--- config.mk ---
export PLATFORM = sky130hd
export DESIGN_NAME = host_uart_command_dec
export DESIGN_NICKNAME = d
export VERILOG_FILES = /design/src/rtl/host_uart_cmd_pkg.sv /design/src/rtl/host_uart_byte_timeout.sv /design/src/rtl/host_uart_command_dec.sv
export SDC_FILE = /design/constraint.sdc
export NUM_CORES = 1
export LEC_CHECK = 0
export ABC_AREA = 1
export BUFFER_PORTS_ARGS = -buffer_cell sky130_fd_sc_hd__buf_2
export CORE_UTILIZATION = 35
export CTS_CLUSTER_SIZE = 30
export DETAILED_ROUTE_END_ITERATION = 8
export GPL_ROUTABILITY_DRIVEN = 0
export PLACE_DENSITY_LB_ADDON = 0.08
export SKIP_CTS_REPAIR_TIMING = 1
export SLEW_MARGIN = 20
export SYNTH_ARGS = -nofsm -noshare
export SYNTH_HDL_FRONTEND = slang
export SYNTH_SLANG_ARGS = --single-unit
--- constraint.sdc ---
create_clock -name clk -period 10.8 [get_ports clk]
set_clock_uncertainty 0.2 [all_clocks]
set_input_delay 0 -clock clk [delete_from_list [all_inputs] [get_ports clk]]
set_output_delay 0 -clock clk [all_outputs]
set_load 0.02 [all_outputs]
--- src/rtl/host_uart_cmd_pkg.sv ---
// Shared definitions for the host UART command path: command IDs, framing
// constants, decoder error codes and the decoder state encoding.
package host_uart_cmd_pkg;

   localparam logic [15:0] ID_ENCRYPT_ENABLE  = 16'h0001;
   localparam logic [15:0] ID_READ_YAW        = 16'h0002;
   localparam logic [15:0] ID_INVALID_COMMAND = 16'h0004;

   localparam logic [7:0] SOF_BYTE = 8'hA5;

   localparam logic [2:0] ERR_NONE    = 3'd0;
   localparam logic [2:0] ERR_LEN     = 3'd1;
   localparam logic [2:0] ERR_CSUM    = 3'd2;
   localparam logic [2:0] ERR_ID      = 3'd3;
   localparam logic [2:0] ERR_TIMEOUT = 3'd4;
   localparam logic [2:0] ERR_OVERRUN = 3'd5;

   typedef enum logic [2:0] {
      ST_IDLE    = 3'd0,
      ST_ID_HI   = 3'd1,
      ST_ID_LO   = 3'd2,
      ST_LEN     = 3'd3,
      ST_PAYLOAD = 3'd4,
`ifdef CMD_CHECKSUM_EN
      ST_CSUM    = 3'd5,
`endif
      ST_CHECK   = 3'd6,
      ST_HOLD    = 3'd7
   } state_t;

   // Only commands the controller can act on are passed through.
   function automatic logic is_known_id(input logic [15:0] id);
      return (id == ID_ENCRYPT_ENABLE) || (id == ID_READ_YAW);
   endfunction

endpackage

--- src/rtl/host_uart_byte_timeout.sv ---
// Inter-byte timeout counter: clear reloads zero, run lets it count, and
// expired strobes on the idle clock that reaches TIMEOUT_CYCLES.
module host_uart_byte_timeout #(
   parameter int unsigned TIMEOUT_CYCLES = 100000
)(
   input  logic clk,
   input  logic reset,
   input  logic clear,
   input  logic run,
   output logic expired
);

   localparam int unsigned CW = $clog2(TIMEOUT_CYCLES + 1);
   localparam logic [CW-1:0] LAST = CW'(TIMEOUT_CYCLES - 1);

   logic [CW-1:0] count;

   assign expired = run && !clear && (count == LAST);

   always_ff @(posedge clk or posedge reset) begin
      if (reset)
         count <= '0;
      else if (clear || !run || expired)
         count <= '0;
      else
         count <= count + 1'b1;
   end

endmodule

--- src/rtl/host_uart_command_dec.sv ---
// Host command frame decoder: SOF, ID_HI, ID_LO, LEN, payload and, when
// CMD_CHECKSUM_EN is defined, a trailing XOR checksum byte.
module host_uart_command_dec #(
   parameter int unsigned MAX_PAYLOAD_BYTES = 32,
   parameter int unsigned TIMEOUT_CYCLES    = 100000,
   parameter logic [7:0]  SOF_BYTE          = host_uart_cmd_pkg::SOF_BYTE
)(
   input  logic                           clk,
   input  logic                           reset,
   input  logic [7:0]                     rx_data,
   input  logic                           rx_valid,
   input  logic                           cmd_ack,
   output logic [15:0]                    cmd_id,
   output logic [7:0]                     cmd_len,
   output logic [8*MAX_PAYLOAD_BYTES-1:0] cmd_payload,
   output logic                           cmd_valid,
   output logic                           error,
   output logic [2:0]                     error_code,
   output logic                           busy
);

   import host_uart_cmd_pkg::*;

   localparam logic [7:0] MAX_LEN = 8'(MAX_PAYLOAD_BYTES);

   state_t     state, next_state;
   logic [7:0] byte_idx;
   logic       start_frame, cap_id_hi, cap_id_lo, cap_len, cap_pay;
   logic       frame_done, valid_set, valid_clr, err_set;
   logic [2:0] err_code_n;
   logic       tmo_run, tmo_expired;
`ifdef CMD_CHECKSUM_EN
   logic [7:0] csum;
`endif

   assign busy    = (state != ST_IDLE) && (state != ST_HOLD);
   assign tmo_run = busy && (state != ST_CHECK);

   host_uart_byte_timeout #(
      .TIMEOUT_CYCLES(TIMEOUT_CYCLES)
   ) u_timeout (
      .clk    (clk),
      .reset  (reset),
      .clear  (rx_valid),
      .run    (tmo_run),
      .expired(tmo_expired)
   );

   // Byte-driven next-state logic; a pending command blocks new frames until acked.
   always_comb begin
      next_state  = state;
      start_frame = 1'b0;
      cap_id_hi   = 1'b0;
      cap_id_lo   = 1'b0;
      cap_len     = 1'b0;
      cap_pay     = 1'b0;
      frame_done  = 1'b0;
      valid_set   = 1'b0;
      valid_clr   = 1'b0;
      err_set     = 1'b0;
      err_code_n  = ERR_NONE;
      case (state)
         ST_IDLE: begin
            if (rx_valid && rx_data == SOF_BYTE) begin
               start_frame = 1'b1;
               next_state  = ST_ID_HI;
            end
         end
         ST_ID_HI: begin
            if (rx_valid) begin
               cap_id_hi  = 1'b1;
               next_state = ST_ID_LO;
            end
         end
         ST_ID_LO: begin
            if (rx_valid) begin
               cap_id_lo  = 1'b1;
               next_state = ST_LEN;
            end
         end
         ST_LEN: begin
            if (rx_valid) begin
               cap_len = 1'b1;
               if (rx_data > MAX_LEN) begin
                  err_set    = 1'b1;
                  err_code_n = ERR_LEN;
                  next_state = ST_IDLE;
               end else if (rx_data == 8'd0) begin
`ifdef CMD_CHECKSUM_EN
                  next_state = ST_CSUM;
`else
                  frame_done = 1'b1;
`endif
               end else begin
                  next_state = ST_PAYLOAD;
               end
            end
         end
         ST_PAYLOAD: begin
            if (rx_valid) begin
               cap_pay = 1'b1;
               if (byte_idx == cmd_len - 8'd1) begin
`ifdef CMD_CHECKSUM_EN
                  next_state = ST_CSUM;
`else
                  frame_done = 1'b1;
`endif
               end
            end
         end
`ifdef CMD_CHECKSUM_EN
         ST_CSUM: begin
            if (rx_valid) begin
               if (rx_data != csum) begin
                  err_set    = 1'b1;
                  err_code_n = ERR_CSUM;
                  next_state = ST_IDLE;
               end else begin
                  frame_done = 1'b1;
               end
            end
         end
`endif
         ST_CHECK, ST_HOLD: begin
            if (state == ST_CHECK)
               next_state = cmd_valid ? ST_HOLD : ST_IDLE;
            if (cmd_valid) begin
               if (cmd_ack) begin
                  valid_clr  = 1'b1;
                  next_state = ST_IDLE;
                  if (rx_valid && rx_data == SOF_BYTE) begin
                     start_frame = 1'b1;
                     next_state  = ST_ID_HI;
                  end
               end else if (rx_valid) begin
                  err_set    = 1'b1;
                  err_code_n = ERR_OVERRUN;
               end
            end
         end
         default: next_state = ST_IDLE;
      endcase

      // Validation happens as the last byte lands so cmd_valid shows in CHECK.
      if (frame_done) begin
         next_state = ST_CHECK;
         if (is_known_id(cmd_id)) begin
            valid_set = 1'b1;
         end else begin
            err_set    = 1'b1;
            err_code_n = ERR_ID;
         end
      end
      if (tmo_expired) begin
         err_set    = 1'b1;
         err_code_n = ERR_TIMEOUT;
         next_state = ST_IDLE;
      end
   end

   // Frame fields are captured in place; HOLD accepts no bytes so they stay stable.
   always_ff @(posedge clk or posedge reset) begin
      if (reset) begin
         state       <= ST_IDLE;
         cmd_id      <= '0;
         cmd_len     <= '0;
         cmd_payload <= '0;
         cmd_valid   <= 1'b0;
         error       <= 1'b0;
         error_code  <= '0;
         byte_idx    <= '0;
`ifdef CMD_CHECKSUM_EN
         csum        <= '0;
`endif
      end else begin
         state <= next_state;
         error <= err_set;
         if (err_set)
            error_code <= err_code_n;
         if (start_frame) begin
            cmd_payload <= '0;
            byte_idx    <= '0;
`ifdef CMD_CHECKSUM_EN
            csum        <= '0;
`endif
         end
         if (cap_id_hi)
            cmd_id[15:8] <= rx_data;
         if (cap_id_lo)
            cmd_id[7:0] <= rx_data;
         if (cap_len)
            cmd_len <= rx_data;
         if (cap_pay) begin
            for (int i = 0; i < int'(MAX_PAYLOAD_BYTES); i++)
               if (byte_idx == 8'(i))
                  cmd_payload[8*i +: 8] <= rx_data;
            byte_idx <= byte_idx + 8'd1;
         end
`ifdef CMD_CHECKSUM_EN
         if (cap_id_hi || cap_id_lo || cap_len || cap_pay)
            csum <= csum ^ rx_data;
`endif
         if (valid_set)
            cmd_valid <= 1'b1;
         else if (valid_clr)
            cmd_valid <= 1'b0;
      end
   end

endmodule

==> metrics.cfg, run 1 <==
[critical_path]
critPathMaxFanout = 99
start_kind = input port
startpoint = rx_data[6]
critPathKind = input port to register
worstPathRequired_ps = 10950
critPathArrivalTime_ps = 4260
timing.rr.end = cmd_payload[207]$_DFF_PP0_
rrSetupSlack_ps = 6840
worstSetupEndpointType = register
reg2reg_from = state[2]$_DFFE_PP0P_
reg2reg_depth = 8

[timing]
hold_viol_final = 19
timing.final.crit_share_pct = 38.0
finalSetupTns_ps = 0
final-setup-viol-count = 0
min_period_ps = 4110
slew_viol_final = 0
rsz0062_at_grt = no
hold_ws_ps = -56.0
slew_headroom_pct = 25.7
worstMarginPinSlew_ps = 1110
setup_ws_ps = 6690
fmax_mhz = 243

[routing]
wl_met1_um = 18700
top_layer = met4
routed-wl-met3_um = 2740
totalWireLength_um = 41700
wl_met2_um = 19500
detail_route.wl_per_cell_um = 20.0
drtIter0Drc = 664
dr.pass1.iters = 4
vias = 10700
viasPerCell = 5.13
drc_errors = 0
ant_nets = 0

[synth]
synth.distinct_cells = 41
synth_ff_type = dfrtp_1
synth_nets = 1342
syn-mean-instance-area_um2 = 9.85
yosys_warnings = 0
synthArstFlopShare_pct = 100
netlist_area_um2 = 13000
seq_area_frac_synth_pct = 60.1
syn_inst = 1324
synth_edf_count = 0
ys_seq_elements = 313

[global_routing]
grtUsageTotal_pct = 21.8
grt_antenna_before_repair = 0
grt_max_degree = 108
grt_first_pass_wirelength_um = 64100
grt_pass1_vias = 10200
grt-ovfl-total = 0

[clock_tree]
root_buffer = clkbuf_16
cts_buffers = 36
ctsHtreeMaxLevel = 2
tritoncts = yes
max-clock-path-buffers = 3
clkTransAtPathRegs_ps = 60
cts_sinks = 313
clk_latency_ps = 510

[place]
hpwl_um = 26100
numPortBuffers = 297
placed_area_um2 = 14600
dp_cells = 2007
preCtsSetupSlack_ps = 6670

[cells_and_area]
fin_area_um2 = 15900
final_layout_size_suffix_gt1_share_pct = 25.3
diodes = 0
syn_to_final_growth_pct = 22.3
fill_cells = 3660
fin_cells = 2082
fin_util_pct = 43.6
layout.nets = 1607

[power_and_ir_drop]
max-vdd-ir-drop_mv = 0.101
p_total_mw = 3.15
power.density_nw_per_um2 = 198
p_leak_nw = 8.33

[floorplan]
ios = 298
die_x_um = 195
placementRows = 70
start_util_pct = 35.6
core_region_area_um2 = 36600
die_h_um = 195
dieArea_um2 = 38000

[min_path]
min_path_type = input port to asynchronous set/reset pin

[run_status]
violations = negative hold slack
status = finished, violations left

[run]
drv_cap = 0

critical path, stage by stage:
cell and delay (ps):
dlygate4sd3_1 520, buf_2 130, inv_2 650, nand3_1 180, nor3_1 510, nand2_4 600, buf_4 610, buf_4 560
nand3_1 220, o21ai_0 100
state kept, by name, summed over array words and instances, names as in the netlist:
signal / flops
byte_idx: 8
cmd_id: 16
cmd_len: 8
cmd_payload: 256
cmd_valid: 1
error: 1
error_code: 3
state: 3
u_timeout.count: 17
worst max path at each step:
stage,cells after the start,end,slack [ps]
2_1_floorplan,1,byte_idx[0]$_DFFE_PP0P_,1940
3_3_place_gp,9,cmd_payload[174]$_DFF_PP0_,6730
3_5_place_dp,9,cmd_payload[204]$_DFF_PP0_,6670
4_1_cts,8,cmd_payload[194]$_DFF_PP0_,6880
5_1_grt,10,cmd_payload[28]$_DFF_PP0_,6390
6_report,10,cmd_payload[28]$_DFF_PP0_,6690
Yosys cell counts, types with 2 or more instances:
library cell  instances  share of area (%)
o21ai_0             141                5.4
clkbuf_1             50                1.4
nor4_1                6               0.29
nor2_4                2               0.17
o21ai_1             144                5.5
buf_1                 2              0.058
nor3_1               11               0.42
o311ai_0              2               0.13
dfrtp_1             313                 60
buf_2                15               0.58
clkinv_1              2              0.058
nand4_1              10               0.48
nand2_4              20                1.7
buf_6                20                1.7
buf_12                2               0.31
xnor2_1               2               0.13
nor2_1               65                1.9
nor2_2                3               0.14
nand2_1             113                3.3
a31oi_1               2              0.096
a21oi_1              11               0.42
ha_1                  6               0.58
nand3_1             282                 11
o32ai_1               2               0.13
o21ai_2              16                1.1
xor2_1                4               0.27
inv_1                64                1.8
per-layer routing:
layer / vias to the layer above / GRT usage [%]
li1: 5116 / -
met1: 5249 / 29.8
met2: 272 / 34.7
met3: 38 / 5.66
met4: 0 / 4.87
met5: - / 0
logic make-up (layout without fill, tap and decap cells):
family	count (synthesis)	in the layout	share of synthesized area, %
adder cells (fa/ha/maj)	6	6	0.576
AND/OR/NAND/NOR	517	517	19.7
AO/OA/AOI/OAI	325	325	13.2
buffers and inverters	157	447	6.07
XOR/XNOR	6	6	0.403
flip-flops	313	313	60.1
final cells by class:
| type | count | area [um^2] | area share (%) |
|---|---|---|---|
| Clock buffer | 57 | 1070 | 6.72 |
| Sequential cell | 313 | 7830 | 49.1 |
| Inverter | 67 | 259 | 1.62 |
| Timing Repair Buffer | 317 | 1670 | 10.5 |
| Clock inverter | 6 | 113 | 0.706 |
| Multi-Input combinational cell | 854 | 4420 | 27.7 |
| Tap cell | 468 | 586 | 3.67 |
where the power goes:
part | internal, mW | switching, mW
combinational | 0.163 | 0.399
clock | 0.751 | 0.483
sequential | 1.26 | 0.0930
total | 2.18 | 0.975
cell usage in the layout, fill, tap and decap left out, drive strengths merged, types with 2 or more instances in the layout:
cell type / count
nor4: 6
ha: 6
xor2: 4
bufinv: 3
o21ai: 301
inv: 67
o311ai: 2
xnor2: 2
nand4: 10
nand3: 283
clkbuf: 57
buf: 305
nor3: 12
dlygate4sd3: 12
a31oi: 2
nand2: 133
clkinv: 3
dfrtp: 313
o32ai: 2
nor2: 71
a21oi: 11
No activity file was read; power rests on OpenSTA's default activity.
==> run 2: changes to the inputs <==
- ABC_AREA: 1 -> 0
- clock period: 10.8 -> 4 ns (I/O delays scaled with it)
==> run 2 against run 1 <==
Against the previous run:
- sequential share of layout area shrank 0.77 points
- the run now ends clean
- flip-flop and latch count unchanged
- via count down 2.1%
- cell count increased by 0.72%
- critical path depth down 5
==> metrics.cfg, run 2 <==
[run_status]
status = completed

[critical_path]
rrSetupSlack_ps = 980
reg2reg_depth = 5
timing.rr.end = cmd_payload[73]$_DFF_PP0_
cpMaxStageDelayCell = nor2_1
reg2reg_from = byte_idx[4]$_DFFE_PP0P_
cpMostUsedCell = nor2_1
cp_cell_sequence = or4_1, nor2_1, nand2_1, nor2_1, o21ai_0
cpPeakStageDelay_ps = 750
worstPathRequired_ps = 4150
critPathMaxFanout = 21
worstSetupEndpointType = register
critPathKind = register to register
start_kind = register
critPathArrivalTime_ps = 3170

[timing]
slew_headroom_pct = 27.1
final-setup-viol-count = 0
min_period_ps = 3020
hold_viol_final = 0
rsz0062_at_grt = no
slew_viol_final = 0
worstMarginPinSlew_ps = 1090
timing.final.crit_share_pct = 75.6
fmax_mhz = 331

[synth]
synth_most_common_cell = dfrtp_1
synth_nets = 1349
synth_ff_type = dfrtp_1
synth_commonest_cells = dfrtp_1 (313), nand2_1 (273), o21ai_1 (151)
synth.distinct_cells = 56
synthArstFlopShare_pct = 100
syn_inst = 1331
synth_area_leader_cell = dfrtp_1
synth_edf_count = 0
ys_seq_elements = 313
netlist_area_um2 = 13100
syn-mean-instance-area_um2 = 9.81
yosys_warnings = 0
synth_area_leaders = dfrtp_1 (60%), nand2_1 (7.8%), o21ai_1 (5.8%)
synth_top_area_share_pct = 60.0
seq_area_frac_synth_pct = 60.0

[place]
hpwl_um = 26100
numPortBuffers = 297
placed_area_um2 = 14900

[routing]
drtIter0Drc = 684
vias = 10400
totalWireLength_um = 40300
drc_errors = 0
ant_nets = 0
viasPerCell = 4.98
dr.pass1.iters = 5
detail_route.wl_per_cell_um = 19.2

[cells_and_area]
diodes = 0
layout.cells.most_common_list = dfrtp_1 (313), buf_2 (297), nand2_1 (273)
reg.largest.list = cmd_payload x256, u_timeout.count x17, cmd_id x16
largest_reg_flops = 256
largest_register = cmd_payload
final_layout_size_suffix_gt1_share_pct = 25.4
multi_input_area_um2 = 4580
layout.nets = 1624
final_common_cell = dfrtp_1
fin_area_um2 = 16200
seq_area_um2 = 7830
fill_cells = 3572
syn_to_final_growth_pct = 24.0

[clock_tree]
root_buffer = clkbuf_16
cts_buffers = 37
clkTransAtPathRegs_ps = 60
clk_latency_ps = 510
cts_sinks = 313
max-clock-path-buffers = 3
ctsHtreeMaxLevel = 2
tritoncts = yes

[floorplan]
ios = 298
die_h_um = 195
die_x_um = 195
placementRows = 70
dieArea_um2 = 38100
core_region_area_um2 = 36700
start_util_pct = 35.6

[global_routing]
grt_first_pass_wirelength_um = 63500
grtUsageTotal_pct = 21.5
grt_pass1_vias = 10300
grt_max_degree = 124
grt_antenna_before_repair = 0
grt-ovfl-total = 0

[min_path]
hold_path_end = error_code[2]$_DFFE_PP0P_
min-delay-start = cmd_ack
hold_depth = 4
min_path_type = input port to register

[power_and_ir_drop]
p_total_mw = 8.22
power.density_nw_per_um2 = 507
max-vdd-ir-drop_mv = 0.243
p_leak_nw = 8.02

[run]
drv_cap = 0

-- run 2: per-layer routing --
layer	vias to the layer above	part of all wire, %	global-route usage (%)	routed length, um
met2	241	46	34.7	18600
met4	0	1.9	5.02	770
met1	5024	45	28.6	18300
met3	52	6.5	5.79	2610
li1	5131	-	-	-
met5	-	0	0	0
-- run 2: area by class of cell --
cell class                 instances  share of cell area, %
clock inverter                    10                  0.680
multi-input combinational        897                   28.3
sequential                       313                   48.3
timing repair buffer             339                   11.9
inverter                          18                  0.440
tap                              468                   3.61
clock buffer                      52                   6.76
-- run 2: logic make-up after synthesis --
group	Yosys count	synth area share [%]
AND/OR/NAND/NOR	548	19.2
flip-flops	313	60.0
AO/OA/AOI/OAI	300	12.0
buffers and inverters	121	5.02
XOR/XNOR	26	1.74
multiplexers	17	1.49
adder cells (fa/ha/maj)	6	0.575
-- run 2: how the worst max path moves through the flow --
stage,startpoint,endpoint,depth (start not counted)
floorplan,reset,byte_idx[0]$_DFFE_PP0P_,1
global placement,byte_idx[4]$_DFFE_PP0P_,cmd_payload[1]$_DFF_PP0_,5
detailed placement,byte_idx[4]$_DFFE_PP0P_,cmd_payload[4]$_DFF_PP0_,5
CTS,byte_idx[4]$_DFFE_PP0P_,cmd_payload[1]$_DFF_PP0_,5
global route,byte_idx[4]$_DFFE_PP0P_,cmd_payload[1]$_DFF_PP0_,5
finish,byte_idx[4]$_DFFE_PP0P_,cmd_payload[73]$_DFF_PP0_,5
-- run 2: critical path, delay by kind of cell (launching register included) --
family / cells / cell delay (ps)
simple gates: 4 / 1860
flops: 1 / 600
compound gates: 1 / 200
-- run 2: per-stage QoR --
step           setup WS, ps  instances  setup TNS (ps)  util [%]  hold slack, ps
5_1_grt                 661       2097               0      44.1             316
2_1_floorplan          -369       1331         -115460         -           -36.3
6_report                977       2097               0      44.1             268
3_3_place_gp           1050       2021               0      40.5           -60.7
3_5_place_dp            961       2021               0      40.5           -67.2
4_1_cts                 971       2083               0      43.8            -612
-- run 2: power by group --
group	total, mW	leakage (nW)	switching, mW	internal, mW
Combinational	1.25	3.12	0.801	0.448
Clock	3.36	0.595	1.32	2.03
Sequential	3.61	4.31	0.238	3.37
